File: config.mk
export PLATFORM = sky130hd
export DESIGN_NAME = slave_flat
export DESIGN_NICKNAME = d
export VERILOG_FILES = /design/src/rtl/slave_pkg.sv /design/src/rtl/slave_if.sv /design/src/rtl/slave_stall_gen.sv /design/src/rtl/slave.sv /design/src/flat_wrapper.sv
export SDC_FILE = /design/constraint.sdc
export NUM_CORES = 1
export LEC_CHECK = 0
export CORE_AREA = 10 10 63 65
export CTS_CLUSTER_SIZE = 14
export DETAILED_ROUTE_END_ITERATION = 7
export DIE_AREA = 0 0 73 75
export DONT_BUFFER_PORTS = 1
export PLACE_DENSITY = 0.66
export SLEW_MARGIN = 10
export SYNTH_ARGS = -nofsm -noshare
export SYNTH_HDL_FRONTEND = slang
export SYNTH_SLANG_ARGS = --single-unit
File: constraint.sdc
create_clock -name sys_clk -period 1 [get_ports sys_clk]
set_input_delay 0.3 -clock sys_clk [delete_from_list [all_inputs] [get_ports sys_clk]]
set_output_delay 0.3 -clock sys_clk [all_outputs]
set_load 0.05 [all_outputs]
File: src/rtl/slave_pkg.sv
// Shared link definitions: receiver FSM states and the default burst shape
// agreed between master and slave.
package slave_pkg;

  typedef enum logic {
    RECV = 1'b0,
    DONE = 1'b1
  } state_e;

  localparam int unsigned LINK_DATA_W    = 3;
  localparam int unsigned LINK_BURST_LEN = 3;
  localparam logic [8:0]  LINK_EXP_SEQ   = 9'b111_101_110;
  localparam logic [7:0]  LINK_STALL_PAT = 8'h00;

endpackage

File: src/rtl/slave_if.sv
// Valid/ready data link between the burst master and the slave checker.
interface slave_if import slave_pkg::*; #(
  parameter int unsigned DATA_W = LINK_DATA_W
) ();

  logic              valid;
  logic [DATA_W-1:0] data;
  logic              ready;

  modport master (output valid, output data, input ready);
  modport slave  (input valid, input data, output ready);

endinterface

File: src/rtl/slave_stall_gen.sv
// Free-running backpressure pattern: rotates right each clock and exposes the
// bit that will sit in position 0 after the coming edge.
module slave_stall_gen import slave_pkg::*; #(
  parameter logic [7:0] STALL_PAT = LINK_STALL_PAT
) (
  input  logic sys_clk,
  input  logic sys_rst_n,
  output logic stall_nxt_o
);

  logic [7:0] stall_q;
  logic [7:0] stall_d;

  assign stall_d     = {stall_q[0], stall_q[7:1]};
  assign stall_nxt_o = stall_d[0];

  always_ff @(posedge sys_clk or negedge sys_rst_n) begin
    if (!sys_rst_n) begin
      stall_q <= STALL_PAT;
    end else begin
      stall_q <= stall_d;
    end
  end

endmodule

File: src/rtl/slave.sv
// Link endpoint: accepts fixed-length bursts, checks them against EXP_SEQ,
// throttles with a rotating stall pattern and flags handshake violations.
module slave import slave_pkg::*; #(
  parameter int unsigned                   DATA_W    = LINK_DATA_W,
  parameter int unsigned                   BURST_LEN = LINK_BURST_LEN,
  parameter logic [DATA_W*BURST_LEN-1:0]   EXP_SEQ   = LINK_EXP_SEQ,
  parameter logic [7:0]                    STALL_PAT = LINK_STALL_PAT
) (
  input  logic                         sys_clk,
  input  logic                         sys_rst_n,
  slave_if.slave                       link,
  output logic                         rx_vld,
  output logic [DATA_W-1:0]            rx_word,
  output logic [$clog2(BURST_LEN)-1:0] rx_idx,
  output logic                         burst_done,
  output logic                         burst_err,
  output logic [7:0]                   burst_cnt,
  output logic                         proto_err
);

  localparam int unsigned      IDX_W    = $clog2(BURST_LEN);
  localparam logic [IDX_W-1:0] LAST_IDX = IDX_W'(BURST_LEN - 1);

  state_e            state_q, state_d;
  logic [IDX_W-1:0]  idx_q, idx_d;
  logic              err_acc_q, err_acc_d;
  logic              ready_q, ready_d;
  logic [7:0]        burst_cnt_q, burst_cnt_d;
  logic              rx_vld_q;
  logic [DATA_W-1:0] rx_word_q;
  logic [IDX_W-1:0]  rx_idx_q;
  logic              hold_q;
  logic [DATA_W-1:0] hold_data_q;
  logic              proto_q, proto_d;
  logic              stall_nxt;
  logic              xfer;
  logic              mismatch;
  logic [DATA_W-1:0] exp_word [BURST_LEN];

  // Word 0 of the expected burst lives in the MSBs of EXP_SEQ.
  generate
    for (genvar gi = 0; gi < BURST_LEN; gi++) begin : g_exp
      assign exp_word[gi] = EXP_SEQ[(BURST_LEN-1-gi)*DATA_W +: DATA_W];
    end
  endgenerate

  slave_stall_gen #(
    .STALL_PAT (STALL_PAT)
  ) u_stall_gen (
    .sys_clk     (sys_clk),
    .sys_rst_n   (sys_rst_n),
    .stall_nxt_o (stall_nxt)
  );

  assign xfer     = link.valid && ready_q;
  assign mismatch = (link.data != exp_word[idx_q]);

  // A master that raised valid while stalled must hold valid and data.
  assign proto_d = proto_q | (hold_q && (!link.valid || (link.data != hold_data_q)));

  always_ff @(posedge sys_clk or negedge sys_rst_n) begin
    if (!sys_rst_n) begin
      state_q     <= RECV;
      idx_q       <= '0;
      err_acc_q   <= 1'b0;
      ready_q     <= 1'b0;
      burst_cnt_q <= '0;
      rx_vld_q    <= 1'b0;
      rx_word_q   <= '0;
      rx_idx_q    <= '0;
      hold_q      <= 1'b0;
      hold_data_q <= '0;
      proto_q     <= 1'b0;
    end else begin
      state_q     <= state_d;
      idx_q       <= idx_d;
      err_acc_q   <= err_acc_d;
      ready_q     <= ready_d;
      burst_cnt_q <= burst_cnt_d;
      rx_vld_q    <= xfer;
      if (xfer) begin
        rx_word_q <= link.data;
        rx_idx_q  <= idx_q;
      end
      hold_q      <= link.valid && !ready_q;
      hold_data_q <= link.data;
      proto_q     <= proto_d;
    end
  end

  always_comb begin
    state_d     = state_q;
    idx_d       = idx_q;
    err_acc_d   = err_acc_q;
    burst_cnt_d = burst_cnt_q;
    unique case (state_q)
      RECV: begin
        if (xfer) begin
          err_acc_d = err_acc_q | mismatch;
          if (idx_q == LAST_IDX) begin
            state_d = DONE;
            idx_d   = '0;
          end else begin
            idx_d = idx_q + IDX_W'(1);
          end
        end
      end
      DONE: begin
        state_d     = RECV;
        err_acc_d   = 1'b0;
        burst_cnt_d = burst_cnt_q + 8'd1;
      end
      default: state_d = RECV;
    endcase
    // Registered ready looks one edge ahead so the DONE bubble is always closed.
    ready_d = (state_d == RECV) && !stall_nxt;
  end

  always_comb begin
    burst_done = 1'b0;
    burst_err  = 1'b0;
    if (state_q == DONE) begin
      burst_done = 1'b1;
      burst_err  = err_acc_q;
    end
  end

  assign link.ready = ready_q;
  assign rx_vld     = rx_vld_q;
  assign rx_word    = rx_word_q;
  assign rx_idx     = rx_idx_q;
  assign burst_cnt  = burst_cnt_q;
  assign proto_err  = proto_q;

endmodule

File: src/flat_wrapper.sv
// flat-port wrapper written by rule: the top's interface ports become plain ports
module slave_flat import slave_pkg::*;
#(
  parameter int unsigned                   DATA_W    = LINK_DATA_W,
  parameter int unsigned                   BURST_LEN = LINK_BURST_LEN,
  parameter logic [DATA_W*BURST_LEN-1:0]   EXP_SEQ   = LINK_EXP_SEQ,
  parameter logic [7:0]                    STALL_PAT = LINK_STALL_PAT
)
  (sys_clk, sys_rst_n, rx_vld, rx_word, rx_idx, burst_done, burst_err, burst_cnt, proto_err, link_valid, link_data, link_ready);
  slave_if #(.DATA_W(DATA_W)) link_i ();
  input  logic sys_clk;
  input  logic sys_rst_n;
  output logic rx_vld;
  output logic [DATA_W-1:0] rx_word;
  output logic [$clog2(BURST_LEN)-1:0] rx_idx;
  output logic burst_done;
  output logic burst_err;
  output logic [7:0] burst_cnt;
  output logic proto_err;
  input wire logic [$bits(link_i.valid)-1:0] link_valid;
  input wire logic [$bits(link_i.data)-1:0] link_data;
  output wire logic [$bits(link_i.ready)-1:0] link_ready;
  assign link_i.valid = link_valid;
  assign link_i.data = link_data;
  assign link_ready = link_i.ready;
  slave #(.DATA_W(DATA_W), .BURST_LEN(BURST_LEN), .EXP_SEQ(EXP_SEQ), .STALL_PAT(STALL_PAT)) u_core (.sys_clk(sys_clk), .sys_rst_n(sys_rst_n), .link(link_i), .rx_vld(rx_vld), .rx_word(rx_word), .rx_idx(rx_idx), .burst_done(burst_done), .burst_err(burst_err), .burst_cnt(burst_cnt), .proto_err(proto_err));
endmodule
==> run_results.csv, run 1 <==
group,metric,value,unit
status,outcome,"finished with violations",
status,failed_checks,"negative hold slack, negative setup slack",
setup_path,crit_path_end_kind,"output port",
synthesis,synthesized_netlist_net_count,89,
global_route,met3_usage,4.468,%
place,dp.final_hpwl,1536,µm
place,dpl.cell_count,129,
global_route,grtUsageTotal,9.314,%
final_layout,fillerInstances,202,
timing,final_max_slew_viol_count,0,
timing,slew_headroom,81.60,%
timing,rsz0062_at_grt,"yes",
global_route,busiest_layer,"met2",
timing,tightestPinTransition,276.0,ps
final_layout,area_growth,48.58,%
setup_path,critPathRequiredTime,700,ps
global_route,first_global_vias,801,
power_and_ir_drop,power_density,2830,nW/µm²
final_layout,fin_area,1772,µm²
detailed_routing,detail-route-antenna-nets,0,
setup_path,startpoint_type,"flip-flop",
setup_path,setup.worst_path.class,"flip-flop to output port",
floorplan,design.die.area,5475,µm²
timing,timing_hold_violations_final,32,
global_route,global_route.usage.met1,10.70,%
power_and_ir_drop,clock_power_share,19.2,%
timing,clock.fmax,0.7775,GHz
timing,period_share,128.6,%
synthesis,synth.cells.most_frequent,"sky130_fd_sc_hd__dfrtp_1, sky130_fd_sc_hd__xnor2_1, sky130_fd_sc_hd__mux2_1, sky130_fd_sc_hd__nand4_1",
timing,worst_setup_margin,-286.1,ps
clocking,post_cts_hold_buffer_count,3,
synthesis,postSynthCellCount,82,
timing,min_period,1286,ps
synthesis,yosys_register_bits,32,
min_path,timing.hold.worst.class,"input port to asynchronous set/reset pin",
place,place_ws,-115.5,ps
global_route,grt_first_pass_wirelength,3953,µm
final_layout,diodes,0,
power_and_ir_drop,max-vdd-ir-drop,2257,µV
floorplan,io_pins,24,
timing,worst_clock_skew,9.767,ps
synthesis,synth_area_leader_cell,"sky130_fd_sc_hd__dfrtp_1",
setup_path,cp_cell_sequence,"and2_4",
synthesis,synth_top_cells_by_area,"sky130_fd_sc_hd__dfrtp_1, sky130_fd_sc_hd__xnor2_1, sky130_fd_sc_hd__mux2_1",
global_route,globalRouteMet2Util,13.85,%
floorplan,start_util,44.00,%
place,place.gp.congestion,0.7820,
clocking,ctsLongestPathBuffers,2,
power_and_ir_drop,internal_dissipation,3.152,mW
clocking,worstSkewPairLatency,330,ps
job,max_cap_violations,0,
global_route,grt_antenna_before_repair,0,
power_and_ir_drop,seqPwrFrac,37.3,%
setup_path,timing.critical_path.fanout_max,4,
setup_path,arrival,990,ps
place,place.port_buffers,0,
power_and_ir_drop,total_leakage_power,0.8347,nW
clocking,clk_pin_slew,100,ps
clocking,inserted_clock_buffers,5,
synthesis,synth.yosys.seq_area_share,67.16,%
floorplan,chipWidth,73,µm
synthesis,synth_enable_flop_cells,0,
setup_path,worstPathBufferInverterCount,0,
setup_path,cpLargestDelayFamily,"flip-flops",
setup_path,critical_path.slowest_cell,"sky130_fd_sc_hd__dfrtp_2",
synthesis,ys_warn_count,0,
clocking,buffer_type_at_the_clock_tree_root,"sky130_fd_sc_hd__clkbuf_4",
final_layout,postLayoutCoreUtil,65.37,%
final_layout,layout.cells.non_filler,155,
synthesis,synth_cell_type_count,26,
timing,report.final.setup_viol,35,
place,post_dp_cell_area,1448,µm²
final_layout,design.final.nets,130,
synthesis,synth_flop_cell,"sky130_fd_sc_hd__dfrtp_1",
synthesis,synthMostInstantiatedCell,"sky130_fd_sc_hd__dfrtp_1",
clocking,h-tree-depth,2,
synthesis,post_synth_instance_area,1192,µm²
detailed_routing,dr.first_iter.drc_count,66,
floorplan,die-height,75,µm
synthesis,synthesis.area_per_instance,14.54,µm²
final_layout,post_route_cells_drive_above_1_share,50.81,%
floorplan,coreArea,2710,µm²
detailed_routing,first_pass_iters,4,
power_and_ir_drop,power_switching_share,37.15,%
detailed_routing,finalWirelength,2512,µm
detailed_routing,route.vias.total,787,
synthesis,synthDominantCellAreaShare,67.16,%
timing,worst_hold_margin,-347.7,ps
clocking,cts_tree,"yes",
power_and_ir_drop,share_comb_of_total_power,43.5,%
power_and_ir_drop,post-layout-total-power,5.014,mW
detailed_routing,viasPerCell,5.077,
detailed_routing,wl_per_cell,16.21,µm
global_route,gr-total-overflow,0,
synthesis,synthArstFlopShare,100.0,%
power_and_ir_drop,net-switching-power,1.863,mW
clocking,cts_num_sinks,32,
floorplan,floorplan.rows,19,
global_route,pin_count_of_the_biggest_net_entering_global_routing,33,
detailed_routing,drc,0,
setup_path,crit_path_max_incr_delay,410,ps
-- what timing repair did --
action / in CTS / in global routing
gates cloned: 0 / 0
setup endpoints to repair: 27 / 36
setup buffers: 10 / 6
resized for setup: 21 / 6
pin swaps: 9 / 10
hold endpoints to repair: 35 / 32
-- worst reg2reg max path: stages, from the launching register on --
cell and delay, ps:
sky130_fd_sc_hd__dfrtp_2 450, sky130_fd_sc_hd__buf_4 150, sky130_fd_sc_hd__nand3b_4 200, sky130_fd_sc_hd__a31oi_2 170, sky130_fd_sc_hd__a32o_1 180
-- per-stage QoR --
| stage | TNS, ps | hold slack, ps |
|---|---|---|
| after floorplan | -2527 | 4.409 |
| after global placement | -175.7 | 5.452 |
| after detailed placement | -384.2 | 5.616 |
| after CTS | -5088 | -357.5 |
| after global routing | -7071 | -374.9 |
| final | -5755 | -347.7 |
-- registers in the layout (all words and copies together) (netlist names) --
register and count:
u_core.rx_vld 1, u_core.idx_q 2, u_core.state_q 1, u_core.proto_err 1, u_core.u_stall_gen.stall_q 8, u_core.hold_data_q 3
u_core.link.ready 1, u_core.rx_word 3, u_core.hold_q 1, u_core.err_acc_q 1, u_core.rx_idx 2, u_core.burst_cnt 8
-- routing by layer --
metal,wire (µm),part of all wire (%),up-vias
met2,1262,50,18
li1,-,-,360
met5,0,0,-
met4,36,1.4,0
met3,179,7.1,5
met1,1035,41,404
-- final cells by class --
cell class	instances	area, µm²	share of cell area (%)
Clock buffer	6	41.29	2.331
Timing Repair Buffer	36	401.6	22.67
Multi-Input combinational cell	46	434.2	24.51
Sequential cell	32	813.3	45.90
Inverter	2	7.507	0.4237
Tap cell	31	38.79	2.189
Clock inverter	2	35.03	1.977
-- path summary, 6_finish.rpt --
path                                          startpoint                       endpoint  slack [ps]  depth (start not counted)
max in group asynchronous                      sys_rst_n                 u_core.state_q        1260                          0
min in group sys_clk                          link_valid                  u_core.hold_q         110                          1
min                                            sys_rst_n            u_core.burst_cnt[0]        -350                          0
max                                       u_core.state_q                      burst_err        -290                          1
max reg2reg                               u_core.state_q               u_core.err_acc_q        -190                          4
min reg2reg                u_core.u_stall_gen.stall_q[3]  u_core.u_stall_gen.stall_q[2]         360                          0
-- power by group through the flow --
| stage | clock network (mW) | registers (mW) | logic (mW) |
|---|---|---|---|
| floorplan | 0 | 2.45 | 0.501 |
| global placement | 0 | 1.90 | 1.64 |
| detailed placement | 0 | 1.92 | 1.68 |
| CTS | 0.965 | 1.87 | 2.08 |
| global route | 1.03 | 1.92 | 2.30 |
| finish | 0.961 | 1.87 | 2.18 |
-- layout by cell type, fill, tap and decap left out, types with 2 or more instances in the layout --
cell type | Yosys | final
sky130_fd_sc_hd__a21o_1 | 2 | 2
sky130_fd_sc_hd__buf_12 | 0 | 6
sky130_fd_sc_hd__buf_4 | 1 | 14
sky130_fd_sc_hd__buf_6 | 1 | 13
sky130_fd_sc_hd__clkbuf_4 | 0 | 5
sky130_fd_sc_hd__dfrtp_1 | 32 | 22
sky130_fd_sc_hd__dfrtp_2 | 0 | 10
sky130_fd_sc_hd__dlygate4sd3_1 | 0 | 3
sky130_fd_sc_hd__inv_1 | 2 | 2
sky130_fd_sc_hd__mux2_4 | 0 | 6
sky130_fd_sc_hd__nand2_1 | 4 | 4
sky130_fd_sc_hd__nand4_1 | 5 | 5
sky130_fd_sc_hd__nor2_1 | 3 | 3
sky130_fd_sc_hd__xnor2_1 | 7 | 7
sky130_fd_sc_hd__xor2_1 | 4 | 4
-- logic make-up after synthesis --
kind of cell / count (synthesis) / synth area share (%)
compound gates: 5 / 3.043
fa+ha+maj: 1 / 1.049
buf+inv: 4 / 2.204
xor+xnor: 11 / 8.080
simple gates: 23 / 12.80
mux: 6 / 5.666
flops: 32 / 67.16
(Power assumes the default switching activity.)
==> run 2, diff against run 1 <==
Settings changed: CORE_AREA 10 10 63 65 to 10 10 55 74, DIE_AREA 0 0 73 75 to 0 0 65 84, PLACE_DENSITY 0.66 to 0.64.
Clock period 1 ns to 1.2 ns, I/O delays scaled along.
==> run 2 against run 1 <==
The run ends with negative setup slack left. Sequential share of layout area increased by 1.3 points. Wire length decreased by 9.8%. Die area fell by 0.27%. Critical path depth did not move. Combinational power fell by 25%. Total power shrank 14%. Largest power group unchanged.
==> run_results.csv, run 2 (synthesis gave the netlist of run 1 again) <==
group,metric,value,unit
global_route,gr-total-overflow,0,
timing,clock.fmax,0.7800,GHz
status,failed_checks,"negative setup slack",
power_and_ir_drop,max-vdd-ir-drop,1378,µV
detailed_routing,viasPerCell,4.773,
setup_path,reg2reg_setup_slack,40,ps
setup_path,critPathRequiredTime,840,ps
setup_path,startpoint,"u_core.state_q",
detailed_routing,finalWirelength,2266,µm
floorplan,chipWidth,65,µm
final_layout,diodes,0,
setup_path,cp_cell_sequence,"and2_4",
setup_path,worstPathBufferInverterCount,0,
floorplan,floorplan.rows,23,
place,dp.final_hpwl,1486,µm
setup_path,reg2regPathDepth,3,
timing,min_period,1282,ps
clocking,cts_tree,"yes",
power_and_ir_drop,total_leakage_power,0.7917,nW
final_layout,area_growth,44.49,%
final_layout,post_route_cells_drive_above_1_share,45.30,%
setup_path,crit_path_max_incr_delay,420,ps
timing,timing_hold_violations_final,0,
global_route,grt_antenna_before_repair,0,
detailed_routing,detail-route-antenna-nets,0,
status,outcome,"finished with violations",
detailed_routing,drc,0,
clocking,cts_num_sinks,32,
place,place.port_buffers,0,
setup_path,worstReg2RegEnd,"u_core.burst_cnt[1]",
clocking,ctsLongestPathBuffers,2,
timing,period_share,106.8,%
place,place_ws,107.3,ps
power_and_ir_drop,net-switching-power,1.535,mW
power_and_ir_drop,clock_power_share,25.6,%
final_layout,final_cell_mix,"sky130_fd_sc_hd__dfrtp_1, sky130_fd_sc_hd__buf_4, sky130_fd_sc_hd__dfrtp_2",
setup_path,crit-reg2reg-launch,"u_core.burst_cnt[0]",
floorplan,die-height,84,µm
timing,tightestPinTransition,316.9,ps
power_and_ir_drop,share_comb_of_total_power,37.9,%
floorplan,io_pins,24,
setup_path,arrival,920,ps
timing,report.final.setup_viol,13,
timing,slew_headroom,78.71,%
setup_path,cp-endpoint,"burst_err",
setup_path,critical_path.slowest_cell,"sky130_fd_sc_hd__dfrtp_2",
final_layout,multiInputGateArea,400.4,µm²
setup_path,startpoint_type,"flip-flop",
power_and_ir_drop,power_switching_share,35.43,%
detailed_routing,route.vias.total,735,
clocking,clk_pin_slew,60,ps
min_path,timing.hold.worst.class,"input port to flip-flop",
setup_path,cpLargestDelayFamily,"flip-flops",
power_and_ir_drop,internal_dissipation,2.797,mW
detailed_routing,wl_per_cell,14.71,µm
setup_path,crit_path_end_kind,"output port",
clocking,buffer_type_at_the_clock_tree_root,"sky130_fd_sc_hd__clkbuf_8",
clocking,h-tree-depth,2,
global_route,pin_count_of_the_biggest_net_entering_global_routing,33,
setup_path,setup.worst_path.class,"flip-flop to output port",
detailed_routing,dr.first_iter.drc_count,20,
setup_path,critical_path_cell_count,1,
power_and_ir_drop,seqPwrFrac,36.5,%
timing,final_max_slew_viol_count,0,
job,max_cap_violations,0,
timing,worst_hold_margin,104.3,ps
power_and_ir_drop,power_density,2514,nW/µm²
setup_path,timing.critical_path.fanout_max,4,
timing,rsz0062_at_grt,"yes",
final_layout,design.final.nets,123,
clocking,inserted_clock_buffers,5,
detailed_routing,first_pass_iters,4,
final_layout,mostFrequentLayoutCell,"sky130_fd_sc_hd__dfrtp_1",
clocking,worstSkewPairLatency,280,ps
global_route,first_global_vias,804,
power_and_ir_drop,post-layout-total-power,4.331,mW
floorplan,coreArea,2791,µm²
timing,worst_setup_margin,-82.03,ps
global_route,grt_first_pass_wirelength,3939,µm
timing,worst_clock_skew,3.480,ps
place,place.gp.congestion,0.7738,
final_layout,ff_latch_area,813.3,µm²
floorplan,start_util,42.72,%
final_layout,fillerInstances,209,
floorplan,design.die.area,5460,µm²
global_route,grtUsageTotal,9.575,%
[run 2: routing by layer]
layer,share of wire (%),global-route usage (%)
met3,6.7,5.108
met2,52,14.48
met5,0,0
met1,39,10.13
met4,2.6,5.859
[run 2: per-stage QoR]
step	util (%)	cell area, µm²	TNS [ps]	cells
3_3_place_gp	50.69	1415	0	133
3_5_place_dp	50.69	1415	0	133
5_1_grt	61.72	1723	-690.4	154
4_1_cts	60.60	1692	-459.7	153
6_report	61.72	1723	-244.0	154
2_1_floorplan	-	1209	-83.78	82
[run 2: what timing repair did]
item / in CTS / in global routing
endpoints found under the setup margin: 17 / 20
gates resized for setup: 11 / 4
pin swaps: 1 / 3
setup buffers: 10 / 1
hold buffers: 2 / 0
hold endpoints to repair: 32 / 0
[run 2: final cells by class]
cell class | count | share of cell area [%]
clock inverters | 1 | 1.743
clock buffers | 7 | 5.592
flip-flops and latches | 32 | 47.20
inverters | 2 | 0.4357
repair buffers | 29 | 19.10
well taps | 37 | 2.687
multi-input cells | 46 | 23.24
[run 2: how the worst min path moves through the flow]
stage	start	endpoint	slack (ps)	depth (start not counted)
after floorplan	sys_rst_n	u_core.burst_cnt[0]	60	0
after global placement	sys_rst_n	u_core.rx_word[0]	70	0
after detailed placement	sys_rst_n	u_core.rx_word[0]	70	0
after CTS	link_data[1]	u_core.hold_data_q[1]	90	0
after global routing	link_data[1]	u_core.hold_data_q[1]	80	0
final	link_data[1]	u_core.hold_data_q[1]	100	0
[run 2: power by group through the flow]
stage,combinational (mW),clock (mW),sequential [mW]
finish,1.64,1.11,1.58
global route,1.75,1.19,1.61
CTS,1.60,1.14,1.56
detailed placement,1.30,0,1.62
global placement,1.28,0,1.59
floorplan,0.405,0,2.03
